## src/rtl/sap1_controller.sv

```systemverilog
// SAP-1 controller-sequencer: one-hot T1..T6 ring, HLT latch and run gate,
// decoding the IR opcode into the 12-bit control word for the datapath.
module sap1_controller #(
  parameter logic [3:0] LDA_OP = 4'h0,
  parameter logic [3:0] ADD_OP = 4'h1,
  parameter logic [3:0] SUB_OP = 4'h2,
  parameter logic [3:0] OUT_OP = 4'hE,
  parameter logic [3:0] HLT_OP = 4'hF
) (
  input  logic       clk,
  input  logic       n_clr,
  input  logic       run,
  input  logic [3:0] opcode,
  output logic       cp,
  output logic       ep,
  output logic       n_lm,
  output logic       n_ce,
  output logic       n_li,
  output logic       n_ei,
  output logic       n_la,
  output logic       ea,
  output logic       su,
  output logic       eu,
  output logic       n_lb,
  output logic       n_lo,
  output logic       halted,
  output logic [5:0] t_state
);

  localparam logic [5:0] T1 = 6'b000001;

  logic [5:0] ring;
  logic       halted_q;
  logic       legal;
  logic       is_lda, is_add, is_sub, is_out;

  assign legal   = (ring != 6'd0) && ((ring & (ring - 6'd1)) == 6'd0);
  assign t_state = ring;
  assign halted  = halted_q;

  always_ff @(posedge clk) begin
    if (!n_clr) begin
      ring     <= T1;
      halted_q <= 1'b0;
    end else if (!legal) begin
      ring <= T1;
    end else if (run && !halted_q) begin
      // HLT latches in T4 and freezes the ring there instead of rotating
      if (ring[3] && opcode == HLT_OP)
        halted_q <= 1'b1;
      else
        ring <= {ring[4:0], ring[5]};
    end
  end

  assign is_lda = (opcode == LDA_OP);
  assign is_add = (opcode == ADD_OP);
  assign is_sub = (opcode == SUB_OP);
  assign is_out = (opcode == OUT_OP);

  always_comb begin
    cp   = 1'b0;
    ep   = 1'b0;
    n_lm = 1'b1;
    n_ce = 1'b1;
    n_li = 1'b1;
    n_ei = 1'b1;
    n_la = 1'b1;
    ea   = 1'b0;
    su   = 1'b0;
    eu   = 1'b0;
    n_lb = 1'b1;
    n_lo = 1'b1;
    // reset, halt and a corrupt ring all leave the bus undriven
    if (n_clr && legal && !halted_q) begin
      if (ring[0]) begin
        ep   = 1'b1;
        n_lm = 1'b0;
      end
      if (ring[1])
        cp = 1'b1;
      if (ring[2]) begin
        n_ce = 1'b0;
        n_li = 1'b0;
      end
      if (ring[3]) begin
        if (is_lda || is_add || is_sub) begin
          n_ei = 1'b0;
          n_lm = 1'b0;
        end else if (is_out) begin
          ea   = 1'b1;
          n_lo = 1'b0;
        end
      end
      if (ring[4]) begin
        if (is_lda) begin
          n_ce = 1'b0;
          n_la = 1'b0;
        end else if (is_add || is_sub) begin
          n_ce = 1'b0;
          n_lb = 1'b0;
        end
      end
      if (ring[5] && (is_add || is_sub)) begin
        eu   = 1'b1;
        su   = is_sub;
        n_la = 1'b0;
      end
    end
  end

endmodule

```

## config.mk

```make
export PLATFORM = sky130hd
export DESIGN_NAME = sap1_controller
export DESIGN_NICKNAME = d
export VERILOG_FILES = /design/src/rtl/sap1_controller.sv
export SDC_FILE = /design/constraint.sdc
export NUM_CORES = 1
export LEC_CHECK = 0
export CORE_AREA = 2 2 39 41
export DETAILED_ROUTE_END_ITERATION = 8
export DIE_AREA = 0 0 41 43
export PLACE_DENSITY = 0.8
export SLEW_MARGIN = 20
export SYNTH_ARGS = -nofsm -noshare
export SYNTH_HDL_FRONTEND = slang
export SYNTH_SLANG_ARGS = --single-unit
```

## constraint.sdc

```tcl
create_clock -name clk -period 4.97 [get_ports clk]
set_input_delay 0.7455 -clock clk [delete_from_list [all_inputs] [get_ports clk]]
set_output_delay 0.7455 -clock clk [all_outputs]
set_load 0.02 [all_outputs]
```

# Word level (Yosys, flattened, before mapping)
# Index checks and enable logic that the tools add are counted.
# totals
elab_cells	62
regBits	7
rom_bits	0
input_bits	7
mem_bits_rw	0
mem_count	0
latchBits	0
# op_classes
reduce_logical	16
add_sub_neg	1
eq_ne	4
shifts	0
mul	0
div_mod_pow	0
order_cmp	0
mux	37
bitwise_logic	2
# ops
operator	count
$mux 1	37
$eq 4x4->1 const B	2
$and 6x6->6	1
$logic_and 1x1->1	6
$logic_not 6->1	1
$reduce_bool 6->1	1
$sub 6x1->6 const B	1
$eq 4x1->1 const B	1
$eq 4x2->1 const B	1
$logic_not 4->1	1
$reduce_and 2->1	2
$logic_or 1x1->1	3
$reduce_and 3->1	1
$logic_not 1->1	1
$not 1->1	1

# Depth between registers and ports, before layout
# depth
ltp_word	7
depth_mapped	6
mapped_depth_nobuf	4

# Least setup slack after synthesis
# OpenSTA, ideal clock, no wires.
# synth_timing
kind	register to output
start	reg ring[3], in the netlist t_state[3]
end	out cp
required_time_ns	4.225
path_slack_ns	2.170
path_buffers	2
t_arrival_ns	2.054
stages_incl_launch_ff	7
path_cell_list	dfxtp_1 -> buf_6 -> or4_4 -> o21ai_2 -> o311ai_4 -> clkbuf_1 -> nor3b_1
# synth_via
elab_chain_len	7
elab_cells_between_ends	8
classes_between	1 x add/sub; 1 x mux; 1 x bitwise; 5 x reduce/logical
# synth_rtl
item	line	text
start: declaration	32	logic [5:0] ring;
start signal: assignment	52	ring <= {ring[4:0], ring[5]};
$sub 6x1->6	37	assign legal = (ring != 6'd0) && ((ring & (ring - 6'd1)) == 6'd0);
$and 6x6->6	37	
$logic_not 6->1	37	
$logic_and 1x1->1 *	37	
$logic_and 1x1->1 * (2 in series)	75	if (n_clr && legal && !halted_q) begin
$mux 1 *	75	
end: declaration	14	output logic cp,
# Every way passes the cells marked *; elsewhere a longest branch is shown, timed or not.

# Worst setup path after layout
# layout_timing
start	reg ring[3], in the netlist t_state[3]
end	out n_lo
# layout_via
elab_chain_len	7
elab_cells_between_ends	9
classes_between	1 x add/sub; 2 x mux; 1 x bitwise; 5 x reduce/logical
# layout_rtl
item	line	text
$sub 6x1->6	37	
$and 6x6->6	37	
$logic_not 6->1	37	
$logic_and 1x1->1	37	
$logic_and 1x1->1 (2 in series)	75	
$mux 1 *	75	
end: declaration	25	output logic n_lo,
# Marks and branches as above.

==> impl_metrics.tcl <==
set metrics [dict create \
    post_cts_buffers 0 \
    holdWs_ns 0.6217 \
    die_w_um 41 \
    core-area_um2 1384 \
    highest_layer "met4" \
    cpMaxStageDelayCell "or4_4" \
    wl_met3_um 95 \
    critical-path-max-stage-delay_ns 0.58 \
    setup-tns-final_ns 0 \
    diodes 0 \
    grt_max_degree 20 \
    synth_top_family_by_area "simple AND/OR/NAND/NOR gates" \
    cts_buffers 3 \
    drt_iter0_markers 10 \
    grt_usage 0.1732 \
    dp_hpwl_um 958.4 \
    ys_seq_elements 7 \
    netlist_area_um2 523.0 \
    fin_crit_sh 0.6908 \
    synth_xor_area_frac 0.05024 \
    cp_num_buf_inv 1 \
    maxCapViolCount 0 \
    finalSetupViolCount 0 \
    cts.sinks 7 \
    ys_top_cells_by_area "dfxtp_1 (27%), mux2i_1 (9.6%), or3_1 (7.2%)" \
    first_pass_iters 4 \
    outcome "completed" \
    gp_congestion 0.7252 \
    cts_tree "yes" \
    worstPathRequired_ns 4.22 \
    synth_largest_area_cell "dfxtp_1" \
    die_y_um 43 \
    hp-start "t_state[1]" \
    period_minus_slack_ns 3.433 \
    synth_simple_gate_area_share 0.3780 \
    rr_startpoint "t_state[3]" \
    synth_mux_area_frac 0.09569 \
    min_path_type "reg2reg" \
    wl_um 1340 \
    ir_worst_vdd_mv 0.1214 \
    cts_max_level 1 \
    synth_cells 65 \
    yosysWarnings 0 \
    start_util 0.3779 \
    grt_pass1_wl_um 2090 \
    wl_met1_um 631 \
    synth_top_area_frac 0.2679 \
    avgRoutedWirePerCell_um 12.64 \
    maxSlewHeadroom 0.5496 \
    tightest_slew_ns 0.6710 \
    rsz0062_at_grt "no" \
    wl_met2_um 608 \
    crit_type "reg2out" \
    antenna_found_initial 0 \
    cts-root-buf "clkbuf_4" \
    syn_to_final_growth_pct 52.15 \
    rows 14 \
    worstPathArrival_ns 2.69 \
    ant_nets 0 \
    reg2regPathDepth 4 \
    cp-end-kind "output pin" \
    cts_resized 0 \
    drc_errors 0 \
    grt_overflow_total 0 \
    rrSetupSlack_ns 3.12 \
    pin_count 26 \
    max_clock_freq_mhz 291.3 \
    synth_compound_area_frac 0.1555 \
    grt_pass1_vias 477 \
    layout_common_cells "clkdlybuf4s50_1 (25), nor2_1 (9), dfxtp_1 (7)" \
    synth_cell_types 29 \
    powerDensity_nw_per_um2 219.9 \
    via_per_inst 5.349 \
    synth.avg_cell_area_um2 8.046 \
    portBuffers 25 \
    leakagePower_nw 0.2678 \
    crit_family "simple AND/OR/NAND/NOR gates" \
    critical_path.cell_chain "or4_4 > o21ai_2 > o311ai_4 > or4_1 > clkdlybuf4s50_1" \
    hold_buffers 0 \
    layout_commonest_cell "clkdlybuf4s50_1" \
    clk_latency_ns 0.25 \
    cts.clk_slew.worst_paths_ns 0.05 \
    clockBufferDepth 2 \
    min_delay_path_depth 2 \
    synth_fp_nets 72 \
    power_mw 0.1750 \
    startpoint_type "flop" \
    cp_max_fo 19 \
    hold_end "t_state[2]" \
    r2r_end "t_state[0]" \
    dieArea_um2 1763 \
    ys_seq_area_frac 0.2679 \
    skew_ns 0.002703 \
    slew_violations 0 \
    final_nets 98 \
    vias 567 \
    hold_violations 0 \
    yosys.area_share.adder 0 \
    layout-drive-gt1-share 0.07778 \
]
area by class of cell:
type / instances / area, um2
multi-input cells: 53 / 355.3
flip-flops and latches: 7 / 140.1
well taps: 16 / 20.02
repair buffers: 25 / 250.2
clock buffers: 4 / 26.28
inverters: 1 / 3.754
fillers: 141 / 588.1
report_power, final:
part	internal (mW)	switching (mW)	leakage, nW	total (mW)
clock	0.0306	0.0197	0.0150	0.0502
sequential	0.0593	0.00668	0.0569	0.0660
combinational	0.0291	0.0297	0.196	0.0588
per-stage QoR:
| step | setup WS [ns] | utilization | instances | area [um2] |
|---|---|---|---|---|
| CTS | 1.538 | 0.5750 | 106 | 795.8 |
| global route | 1.431 | 0.5750 | 106 | 795.8 |
| detailed placement | 1.618 | 0.5561 | 102 | 769.5 |
| finish | 1.537 | 0.5750 | 106 | 795.8 |
| floorplan | 2.170 | - | 65 | 523.0 |
| global placement | 1.641 | 0.5561 | 102 | 769.5 |
layer usage:
metal,global-route usage,vias to the layer above
met1,0.2338,251
met5,0,-
met4,0.08000,0
li1,-,291
met2,0.2469,23
met3,0.04712,2
registers in the layout, indices dropped and copies added (netlist names):
| signal | flops |
|---|---|
| halted | 1 |
| t_state | 6 |
worst max-delay path by stage:
stage	startpoint	endpoint	cells after the start	slack, ns
6_report	t_state[3]	n_lo	5	1.54
5_1_grt	t_state[3]	n_lo	5	1.43
4_1_cts	t_state[3]	n_lo	5	1.54
3_5_place_dp	n_clr	n_lo	4	1.62
3_3_place_gp	n_clr	n_lo	4	1.64
2_1_floorplan	t_state[3]	cp	6	2.17
cell families after synthesis:
kind of cell,Yosys count
AND/OR/NAND/NOR,36
AO/OA/AOI/OAI,9
flip-flops,7
multiplexers,5
buffers and inverters,5
XOR/XNOR,3
worst register-to-register path, cell delays in order, from the launching register on:
cell	delay (ns)
dfxtp_1	0.56
nand3_1	0.21
o21ai_1	0.59
nor2_1	0.09
a211o_1	0.29
synth_stat cells, drive strengths merged:
| cell | count |
|---|---|
| a31oi | 2 |
| nand2 | 5 |
| nor4 | 1 |
| a211o | 1 |
| o21a | 1 |
| inv | 1 |
| clkbuf | 2 |
| a22oi | 1 |
| xor2 | 2 |
| or4 | 3 |
| nor2b | 1 |
| mux2i | 5 |
| nor3 | 4 |
| dfxtp | 7 |
| nor2 | 9 |
| xnor2 | 1 |
| nor3b | 2 |
| nor4b | 1 |
| or3 | 6 |
| o21ai | 3 |
| buf | 2 |
| nand2b | 1 |
| nand3 | 2 |
| or3b | 1 |
| o311ai | 1 |
(Power assumes the default switching activity.)
==> RTL change, RTL diff (same flow settings) <==
Put a register stage on the output `ea`, without a reset. The value now appears one clock later. The other outputs are not delayed to match.
--- a/src/rtl/sap1_controller.sv
+++ b/src/rtl/sap1_controller.sv
@@ -28,6 +28,8 @@
 );
 
   localparam logic [5:0] T1 = 6'b000001;
+
+  logic ea_d;
 
   logic [5:0] ring;
   logic       halted_q;
@@ -66,7 +68,7 @@
     n_li = 1'b1;
     n_ei = 1'b1;
     n_la = 1'b1;
-    ea   = 1'b0;
+    ea_d = 1'b0;
     su   = 1'b0;
     eu   = 1'b0;
     n_lb = 1'b1;
@@ -88,7 +90,7 @@
           n_ei = 1'b0;
           n_lm = 1'b0;
         end else if (is_out) begin
-          ea   = 1'b1;
+          ea_d = 1'b1;
           n_lo = 1'b0;
         end
       end
@@ -109,5 +111,9 @@
     end
   end
 
+  always_ff @(posedge clk) begin
+    ea <= ea_d;
+  end
+
 endmodule
 
Behaviour: not the same (Yosys sat finds a counterexample within 10 cycles, from zero or initial values).
==> RTL change against the original RTL <==
Power is 9.1% higher. Design area up 13%. Area after synthesis up 24%. Clock skew increased by 0.00071 ns. Combinational power grew 9.5%. Register-to-register slack gained 0.19 ns. Worst setup slack got worse by 0.017 ns. Sequential power increased by 13%. First-iteration DRC count is 70% lower. Non-clock buffer count unchanged. Via count is 13% higher. Wire length up 9.4%. Synthesized cell count is 22% higher. Sequential cell count rose by 1.
==> RTL change: results (changes against the original RTL) <==
status finished clean (unchanged); fraction of layout cells with a size suffix above 1 14.6% (was 7.78%); Final nets 112 (was 98); global routing met1 resource utilization 26.2% (was 23.4%); aggregate routed wire length 1.47 mm (was 1.34 mm); Reg clk slew, reported paths 0.05 ns (about the same); largest net degree at the start of global routing 13 (was 20); GP Congestion 0.792 (was 0.725); max incr delay on CP 0.62 ns (was 0.58 ns); syn_nets 86 (was 72); Hold Slack 0.600 ns (was 0.622 ns); vias in the first global route 542 (was 477); Final Skew 0.00341 ns (was 0.00270 ns); CTS buffer count 3 (unchanged); Crit path max-delay family buffers and inverters (was simple AND/OR/NAND/NOR gates); Seq/Total Area, Yosys 24.6% (was 26.8%); DP Worst Slack 1.49 ns (was 1.62 ns); Arr. time, crit path 2.70 ns (was 2.69 ns); detailed-route wire length per cell 12.3 µm (was 12.6 µm); FILL cells 125 (was 141); hold path start halted (was t_state[1]); Peak VDD IR 151 µV (was 121 µV); Syn Inst Count 79 (was 65); initial DRC count 3 (was 10); global-route wire length before repair 2.40 mm (was 2.09 mm); CTS Buffer Depth 2 (unchanged); total number of vias 638 (was 567); area post-placement 880 µm² (was 769 µm²); TritonRoute pass-1 iters 6 (was 4); Detail Placement HPWL 1.14 mm (was 958 µm); Slowest cell on crit path clkdlybuf4s50_1 (was or4_4); commonest cells in the netlist nor2_1, dfxtp_1, nand2_1 (was nor2_1, dfxtp_1, or3_1); crit path max fanout 5 (was 19); # H-tree levels 1 (unchanged); Critical Path Source n_clr (was t_state[3]); GRT Total Usage 20.1% (was 17.3%); synth top area cells dfxtp_1, mux2i_1, nor2_1 (was dfxtp_1, mux2i_1, or3_1); M2 GR Usage 29.7% (was 24.7%); reg2reg path depth 4 (unchanged); cts repair resizes 0 (unchanged); Worst Hold End halted (was t_state[2]); Worst-Margin Slew 0.449 ns (was 0.671 ns); Area Growth Syn to Fin 38.7% (was 52.2%)
-- RTL change: cell count changes in the layout (fill, tap and decap cells not counted), sizes merged, moves of 2 or more --
cell    change
nor2b       +4
nor2        +4
or4         -3
o211ai      +2
o21ai       +3
nor3        -2
nor3b       -2
or3         -5
and3        +4
and2        +2
-- RTL change: power by group --
group,leakage (nW),internal [mW],total (mW),switching [mW]
Clock,0.0138,0.0278,0.0517,0.0240
Combinational,0.256,0.0310,0.0644,0.0334
Sequential,0.0649,0.0674,0.0748,0.00741
-- RTL change: logic make-up after synthesis --
group / share of synthesized area, %
AO/OA/AOI/OAI: 16.9
XOR/XNOR: 2.69
buffers and inverters: 7.50
flip-flops: 24.6
multiplexers: 7.69
AND/OR/NAND/NOR: 40.6
-- RTL change: cell type report --
| cell class | count | share of cell area, % |
|---|---|---|
| Clock buffer | 3 | 2.50 |
| Sequential cell | 8 | 17.8 |
| Tap cell | 16 | 2.22 |
| Inverter | 2 | 0.832 |
| Multi-Input combinational cell | 65 | 49.0 |
| Timing Repair Buffer | 25 | 27.7 |
-- RTL change: layer usage --
metal,wire length (µm),vias up
li1,-,336
met1,671,279
met2,672,21
met3,101,2
met4,21,0
met5,0,-
-- RTL change: how the worst max path moves through the flow --
stage / endpoint / slack [ns]
4_1_cts: eu / 1.49
2_1_floorplan: eu / 2.52
3_5_place_dp: eu / 1.49
5_1_grt: eu / 1.35
6_report: eu / 1.52
3_3_place_gp: eu / 1.55
-- RTL change: worst min-delay path: cells and delay by family (launching register included) --
family / cells / cell delay [ns]
AO/OA/AOI/OAI: 2 / 0.21
flip-flops: 1 / 0.34
